===== config.mk =====
export PLATFORM = sky130hd
export DESIGN_NAME = pc_sequencer
export DESIGN_NICKNAME = d
export VERILOG_FILES = /design/src/rtl/riscv_pkg.sv /design/src/rtl/next_pc_calc.sv /design/src/rtl/pc_sequencer.sv
export SDC_FILE = /design/constraint.sdc
export NUM_CORES = 1
export LEC_CHECK = 0
export ABC_AREA = 1
export BUFFER_PORTS_ARGS = -buffer_cell sky130_fd_sc_hd__buf_2
export CORE_UTILIZATION = 53
export CTS_CLUSTER_SIZE = 20
export DETAILED_ROUTE_END_ITERATION = 6
export HOLD_SLACK_MARGIN = 0.1
export MAX_ROUTING_LAYER = met4
export PLACE_DENSITY = 0.82
export SETUP_SLACK_MARGIN = 0.4
export SYNTH_ARGS = -nofsm -noshare
export SYNTH_HDL_FRONTEND = slang
export SYNTH_HIERARCHICAL = 1
export SYNTH_SLANG_ARGS = --single-unit

===== constraint.sdc =====
create_clock -name clk -period 2.98 [get_ports clk]
set_clock_uncertainty 0.1 [all_clocks]
set_input_delay 0.596 -clock clk [delete_from_list [all_inputs] [get_ports clk]]
set_output_delay 0.596 -clock clk [all_outputs]
set_load 0.01 [all_outputs]

===== src/rtl/riscv_pkg.sv =====
// riscv_pkg: opcode constants and sequencer state type shared by pc_sequencer and next_pc_calc
package riscv_pkg;
  localparam logic [6:0] OP_LOAD   = 7'b0000011;
  localparam logic [6:0] OP_STORE  = 7'b0100011;
  localparam logic [6:0] OP_BRANCH = 7'b1100011;
  localparam logic [6:0] OP_JAL    = 7'b1101111;
  localparam logic [6:0] OP_JALR   = 7'b1100111;
  localparam logic [6:0] OP_SYSTEM = 7'b1110011;
  typedef enum logic [2:0] {S_IDLE, S_FETCH, S_EXEC, S_WAIT_MEM, S_HALT} pc_seq_state_t;
endpackage


===== src/rtl/next_pc_calc.sv =====
// next_pc_calc: combinational next-PC select (branch/jal pc+imm, jalr alu&~1, else pc+4) with misalign flag; in opcode/pc/imm/alu_result/branch_taken, out next_pc/misalign
module next_pc_calc import riscv_pkg::*; #(
  parameter int XLEN = 32
) (
  input  logic [6:0]      opcode,
  input  logic [XLEN-1:0] pc,
  input  logic [XLEN-1:0] imm,
  input  logic [XLEN-1:0] alu_result,
  input  logic            branch_taken,
  output logic [XLEN-1:0] next_pc,
  output logic            misalign
);
  always_comb begin
    next_pc = (opcode == OP_JAL || (opcode == OP_BRANCH && branch_taken)) ? pc + imm :
              (opcode == OP_JALR) ? alu_result & ~XLEN'(1) : pc + XLEN'(4);
    misalign = |next_pc[1:0];
  end
endmodule


===== src/rtl/pc_sequencer.sv =====
// pc_sequencer: fetch/exec/commit PC controller; imem req/ack fetch, dmem_busy stall, branch/jal/jalr commit, halts on SYSTEM or misaligned target; PC_SEQ_PERF_CNT_EN adds cycle_cnt/instret_cnt
module pc_sequencer import riscv_pkg::*; #(
  parameter int              XLEN      = 32,
  parameter logic [XLEN-1:0] RESET_VEC = '0
) (
  input  logic            clk,
  input  logic            rst,
  output logic            imem_req,
  output logic [XLEN-1:0] imem_addr,
  input  logic            imem_ack,
  input  logic [31:0]     imem_rdata,
  input  logic            dmem_busy,
  input  logic            branch_taken,
  input  logic [XLEN-1:0] alu_result,
  input  logic [XLEN-1:0] imm,
  output logic [XLEN-1:0] pc,
  output logic [XLEN-1:0] pc_plus4,
  output logic [31:0]     instr,
  output logic            instr_valid,
  output logic            commit,
  output logic            halted,
  output logic            misaligned
`ifdef PC_SEQ_PERF_CNT_EN
  ,
  output logic [63:0]     cycle_cnt,
  output logic [63:0]     instret_cnt
`endif
);
  pc_seq_state_t state, state_nxt;
  logic [XLEN-1:0] next_pc;
  logic misalign;
  logic ld_st;
  next_pc_calc #(.XLEN(XLEN)) u_next_pc (
    .opcode(instr[6:0]),
    .pc(pc),
    .imm(imm),
    .alu_result(alu_result),
    .branch_taken(branch_taken),
    .next_pc(next_pc),
    .misalign(misalign)
  );
  always_comb begin
    ld_st = instr[6:0] == OP_LOAD || instr[6:0] == OP_STORE;
    imem_req = state == S_FETCH;
    imem_addr = pc;
    pc_plus4 = pc + XLEN'(4);
    instr_valid = state == S_EXEC || state == S_WAIT_MEM;
    halted = state == S_HALT;
    commit = 1'b0;
    state_nxt = state;
    case (state)
      S_IDLE:     state_nxt = S_FETCH;
      S_FETCH:    state_nxt = imem_ack ? S_EXEC : S_FETCH;
      S_EXEC:     if (instr[6:0] == OP_SYSTEM) state_nxt = S_HALT;
                  else if (ld_st && dmem_busy) state_nxt = S_WAIT_MEM;
                  else commit = 1'b1;
      S_WAIT_MEM: commit = !dmem_busy;
      default:    state_nxt = S_HALT;
    endcase
    if (commit) state_nxt = misalign ? S_HALT : S_FETCH;
  end
  always_ff @(posedge clk) begin
    if (rst) begin
      state <= S_IDLE;
      pc <= RESET_VEC;
      instr <= '0;
      misaligned <= 1'b0;
    end else begin
      state <= state_nxt;
      if (state == S_FETCH && imem_ack) instr <= imem_rdata;
      if (commit && !misalign) pc <= next_pc;
      if (commit && misalign) misaligned <= 1'b1;
    end
  end
`ifdef PC_SEQ_PERF_CNT_EN
  always_ff @(posedge clk) begin
    if (rst) begin
      cycle_cnt <= '0;
      instret_cnt <= '0;
    end else begin
      if (state != S_HALT) cycle_cnt <= cycle_cnt + 64'd1;
      if (commit && !misalign) instret_cnt <= instret_cnt + 64'd1;
    end
  end
`endif
endmodule


# Word-level counts from Yosys, hierarchy flattened
# Index checks and enable logic that the tools add are counted.
# W data, S select, Z words.
[word_totals] register_bits=68 latch_bits=0 ramBits=0 mem_bits_ro=0 inputBits=101 out_inout_bits=133 elab_cells=42 memories=0
[classes] add_sub_neg=2 mul=0 div=0 magnitude_cmp=0 eq_ne=12 shifts=0 mux=11 bitwise=0 reduce_logical=13
[op_table] operator="$mux W32" count=2
[op_table] operator="$add A32 B3 Y32 const B" count=1
[op_table] operator="$add A32 B32 Y32" count=1
[op_table] operator="$eq A7 B7 Y1 const B" count=4
[op_table] operator="$mux W3" count=4
[op_table] operator="$pmux W3 S4" count=1
[op_table] operator="$eq A7 B2 Y1 const B" count=1
[op_table] operator="$eq A7 B6 Y1 const B" count=1
[op_table] operator="$eq A3 B2 Y1 const B" count=2
[op_table] operator="$logic_and A1 B1 Y1" count=5
[op_table] operator="$ne A4 B2 Y1 const B" count=1
[op_table] operator="$eq A3 B1 Y1 const B" count=1
[op_table] operator="$eq A3 B3 Y1 const B" count=1
[op_table] operator="$logic_not A3 Y1" count=1
[op_table] operator="$logic_or A1 B1 Y1" count=3
[op_table] operator="$logic_not A1 Y1" count=2
[op_table] operator="$mux W1" count=2
[op_table] operator="$mux W2" count=1
[op_table] operator="$ne A2 B2 Y1 const B" count=1
[op_table] operator="$pmux W1 S2" count=1
[op_table] operator="$reduce_and A2 Y1" count=1
[op_table] operator="$reduce_or A2 Y1" count=1

# Logic depth before layout (Yosys ltp)
[depth] word_depth=8 depth_mapped=18

# Hierarchy
# Netlist, hierarchy kept.
[modules_own_cells] module="next_pc_calc" instances=1 cells_per_inst=826 area_each_um2=3872.5 seq_area_each_um2=0.0
[modules_own_cells] module="pc_sequencer" instances=1 cells_per_inst=552 area_each_um2=3654.8 seq_area_each_um2=1361.3

# Least setup slack after synthesis
# OpenSTA, ideal clock, no wires.
[synth_timing] path_kind="input port to flip-flop" start="in imm[0]" end="reg pc[10], in the netlist imem_addr[10]" setup_ps=113 arrival_time_ps=2189 required_time_ps=2767 setup_slack_ps=578 stages=12 path_buffers=2 cell_sequence="ha_1 fa_1 inv_1 o21a_1 inv_1 or2_1 inv_1 nand3_2 buf_6 buf_2 nor2_1 nor2_1"
[synth_via] elab_chain_cells=5
[synth_lines] item="from (decl)" line_no="pc_sequencer.sv:15" text="input logic [XLEN-1:0] imm,"
[synth_lines] item="$add A32 B32 Y32" line_no="next_pc_calc.sv:14" text="next_pc = (opcode == OP_JAL || (opcode == OP_BRANCH && branch_taken)) ? pc + imm :"
[synth_lines] item="$mux W32" line_no="next_pc_calc.sv:14"
[synth_lines] item="net next_pc[1]" line_no="pc_sequencer.sv:30" text="logic [XLEN-1:0] next_pc;"
[synth_lines] item="$reduce_or A2 Y1" line_no="next_pc_calc.sv:16" text="misalign = |next_pc[1:0];"
[synth_lines] item="net misalign" line_no="pc_sequencer.sv:31" text="logic misalign;"
[synth_lines] item="$logic_not A1 Y1" line_no="pc_sequencer.sv:71" text="if (commit && !misalign) pc <= next_pc;"
[synth_lines] item="$logic_and A1 B1 Y1" line_no="pc_sequencer.sv:71"
[synth_lines] item="to (signal assigned)" line_no="pc_sequencer.sv:71"
[synth_lines] item="to (decl)" line_no="pc_sequencer.sv:16" text="output logic [XLEN-1:0] pc,"
# The timed path passes the listed nets, and every way through them passes these cells.
# A chain may end at the register's enable or synchronous reset.

# Final worst setup path
[layout_timing] start="reg pc[8], in the netlist imem_addr[8]" end="out pc_plus4[24]"
[layout_via] elab_chain_cells=1
[layout_lines] item="$add A32 B3 Y32" line_no="pc_sequencer.sv:46" text="pc_plus4 = pc + XLEN'(4);"
[layout_lines] item="to (decl)" line_no="pc_sequencer.sv:17" text="output logic [XLEN-1:0] pc_plus4,"
# No other way between the ends.

==> results.yml <==
status:
  outcome: "complete, no violations"
cells_and_area:
  antennaDiodeCount: 0
  drive_gt1_share_pct: 24.7
  final_util_pct: 68.1
  fin_nets: 1739
  fillerInstances: 1386
  synthToLayoutAreaGrowth_pct: 25.6
synth:
  synth_area_per_cell_um2: 5.46
  synthFlopType: "dfxtp_1"
  post-synth-top-area-cell: "nand2_1"
  synth_seq_cells: 68
  synthesis.nets: 1513
  seq_area_frac_synth_pct: 18.1
  synthCells: 1378
  synth_most_common_cell: "nand2_1"
  ys_warn_count: 6
  synthTopCellsByArea: "nand2_1, dfxtp_1, nor2_1, inv_1, ha_1"
  netlist_area_um2: 7530
  yosysTopAreaCellShare_pct: 21.1
  async_reset_ff_share_pct: 0
  synth_edf_count: 0
  synth_common_cells: "nand2_1, nor2_1, inv_1"
  synth_cell_types: 40
place:
  gp_congestion: 0.981
  io_buffers: 232
  post-dp-hpwl_um: 21400
power:
  ir_worst_vdd_v: 0.000725
  p_leak_uw: 0.00543
  power.density_nw_per_um2: 766
clock_network:
  cts_buffers: 9
  numClockSinks: 68
  clk_latency_ns: 0.34
  cts_tree: "done"
  cts_hold_buf: 0
  clock_path_buffers: 2
  htreeDepth: 3
  cts.root.buffer_cell: "clkbuf_16"
  clkTransAtPathRegs_ns: 0.06
detailed_routing:
  firstDrtPassIters: 5
  wl_per_cell_um: 15.3
  vias: 9541
  ant_nets: 0
  drc: 0
  drtIter0Drc: 773
  vias_per_cell: 5.33
  drt-total-wl_um: 27400
floorplan:
  die_y_um: 121
  die_x_um: 121
  start_util_pct: 54.2
  ioPinCount: 234
  dieArea_um2: 14700
  core_area_um2: 13900
  row_count: 43
global_routing:
  grt_pass1_wl_um: 40900
  grt_pass1_vias: 8417
  grt_overflow: 0
  grt_max_degree: 50
  antenna_found_initial: 0
  grt_usage_pct: 36.9
setup_path:
  path_class: "register to output port"
  rrSetupSlack_ns: 0.48
  worstRegToRegCells: 12
  r2r_end: "imem_addr[2]"
  cp_max_fo: 6
  worstPathRequired_ns: 2.28
  path_delay_family: "simple AND/OR/NAND/NOR gates"
  slowest_delay_ns: 0.41
  crit_chain: "inv_1 -> nor3_2 -> nand2_2 -> nor2_4 -> nand2_1 -> o21ai_1 -> nand2_1 -> buf_2"
  crit_top_cell: "nand2_1"
  arrival_ns: 1.90
  reg2reg_from: "imem_addr[0]"
  critPathBufInv: 2
  cpMaxStageDelayCell: "dfxtp_2"
  end_kind: "output port"
  cp-start-kind: "register"
worst_hold_path:
  min_from: "misaligned"
  min_to: "misaligned"
  whs_path_depth: 2
  min_path_type: "register to register"
sta:
  clock.fmax_mhz: 385
  period_needed_ns: 2.60
  slew_headroom_pct: 63.8
  fin_tns_setup_ns: 0
  hold_viol_final: 0
  rsz0062_at_grt: "yes"
  drv_slew: 0
  finalCritPeriodShare_pct: 87.2
  tightest_slew_ns: 0.541
  setup_violations: 0
job:
  timing.max_cap.violations: 0
[registers in the layout, indices dropped and copies added (netlist names)]
signal and count:
instr 32, imem_addr 32, misaligned 1, state 3
[where the power goes]
group,switching (uW),internal [uW]
clock network,403,668
registers,461,1240
logic,2810,1660
[through the flow]
stage                     worst slack (ns)  instances  total power (uW)  hold WS [ns]  area [um2]
after floorplan                      0.578       1378              4440         0.368        7530
after CTS                            0.349       1779              6980         0.358        9220
after global routing                 0.295       1789              7780         0.382        9460
after global placement               0.240       1761              5790         0.337        8800
after detailed placement             0.193       1761              5850         0.349        8800
final                                0.381       1789              7250         0.357        9460
[metal layers]
metal / up-vias / part of all wire (%) / routed length (um) / global-route usage, %
li1: 4692 / - / - / -
met2: 478 / 45 / 12300 / 58.9
met1: 4292 / 43 / 11700 / 48.0
met5: - / 0 / 0 / -
met3: 79 / 8.6 / 2360 / 2.87
met4: 0 / 3.7 / 1020 / 16.0
[cell usage in the layout (no fill, tap or decap), drive strengths merged, types with 2 or more instances in the layout]
master,n
a21oi,35
o21ai,77
nand4,20
xor2,33
nand2,440
nand3,75
nand3b,9
clkinvlp,3
nor2,258
dfxtp,68
o21bai,3
nor3,36
ha,33
inv,195
clkinv,3
o22ai,3
o21a,2
buf,281
xnor2,8
clkbuf,10
o211ai,4
or2,5
[cells by family (layout without fill, tap and decap cells)]
group | Yosys count | count (layout) | synth area share (%)
adders and majority gates | 34 | 34 | 5.75
buffers and inverters | 262 | 493 | 15.5
and+or+nand+nor | 846 | 846 | 47.0
xor gates and xnor gates | 41 | 41 | 4.77
DFF | 68 | 68 | 18.1
AOI/OAI and AO/OA | 127 | 127 | 8.91
[layout make-up]
class                           count  area (um2)  share of cell area, %
Timing Repair Buffer              281        1570                   16.6
Clock inverter                      6        63.8                  0.675
Tap cell                          180         225                   2.38
Sequential cell                    68        1410                   15.0
Inverter                          196         739                   7.82
Multi-Input combinational cell   1048        5200                   55.0
Clock buffer                       10         239                   2.53
[timing repair]
| item | 4_1_cts | 5_1_grt |
|---|---|---|
| setup buffers | 2 | 10 |
| pin swaps | 4 | 11 |
| resized for setup | 35 | 50 |
| gates cloned | 0 | 0 |
| endpoints found under the setup margin | 18 | 49 |
[worst reg2reg max path: stages, from the launching register on]
cell     delay (ns)
dfxtp_2        0.36
ha_2           0.24
fa_1           0.43
inv_1          0.08
o21a_1         0.15
inv_1          0.06
or2_1          0.25
inv_1          0.08
nand3_2        0.16
buf_12         0.21
nand2_1        0.10
nand2_1        0.09
nor2_1         0.11
[worst max path at each step]
stage	slack [ns]	end	start	cells past startpoint
global route	0.29	pc_plus4[24]	imem_addr[2]	9
detailed placement	0.19	imem_addr[22]	imm[0]	12
floorplan	0.58	imem_addr[10]	imm[0]	12
finish	0.38	pc_plus4[24]	imem_addr[8]	8
global placement	0.24	imem_addr[30]	imm[0]	12
CTS	0.35	pc_plus4[24]	imem_addr[2]	9
Note: power is estimated with default switching activity, not from simulation.
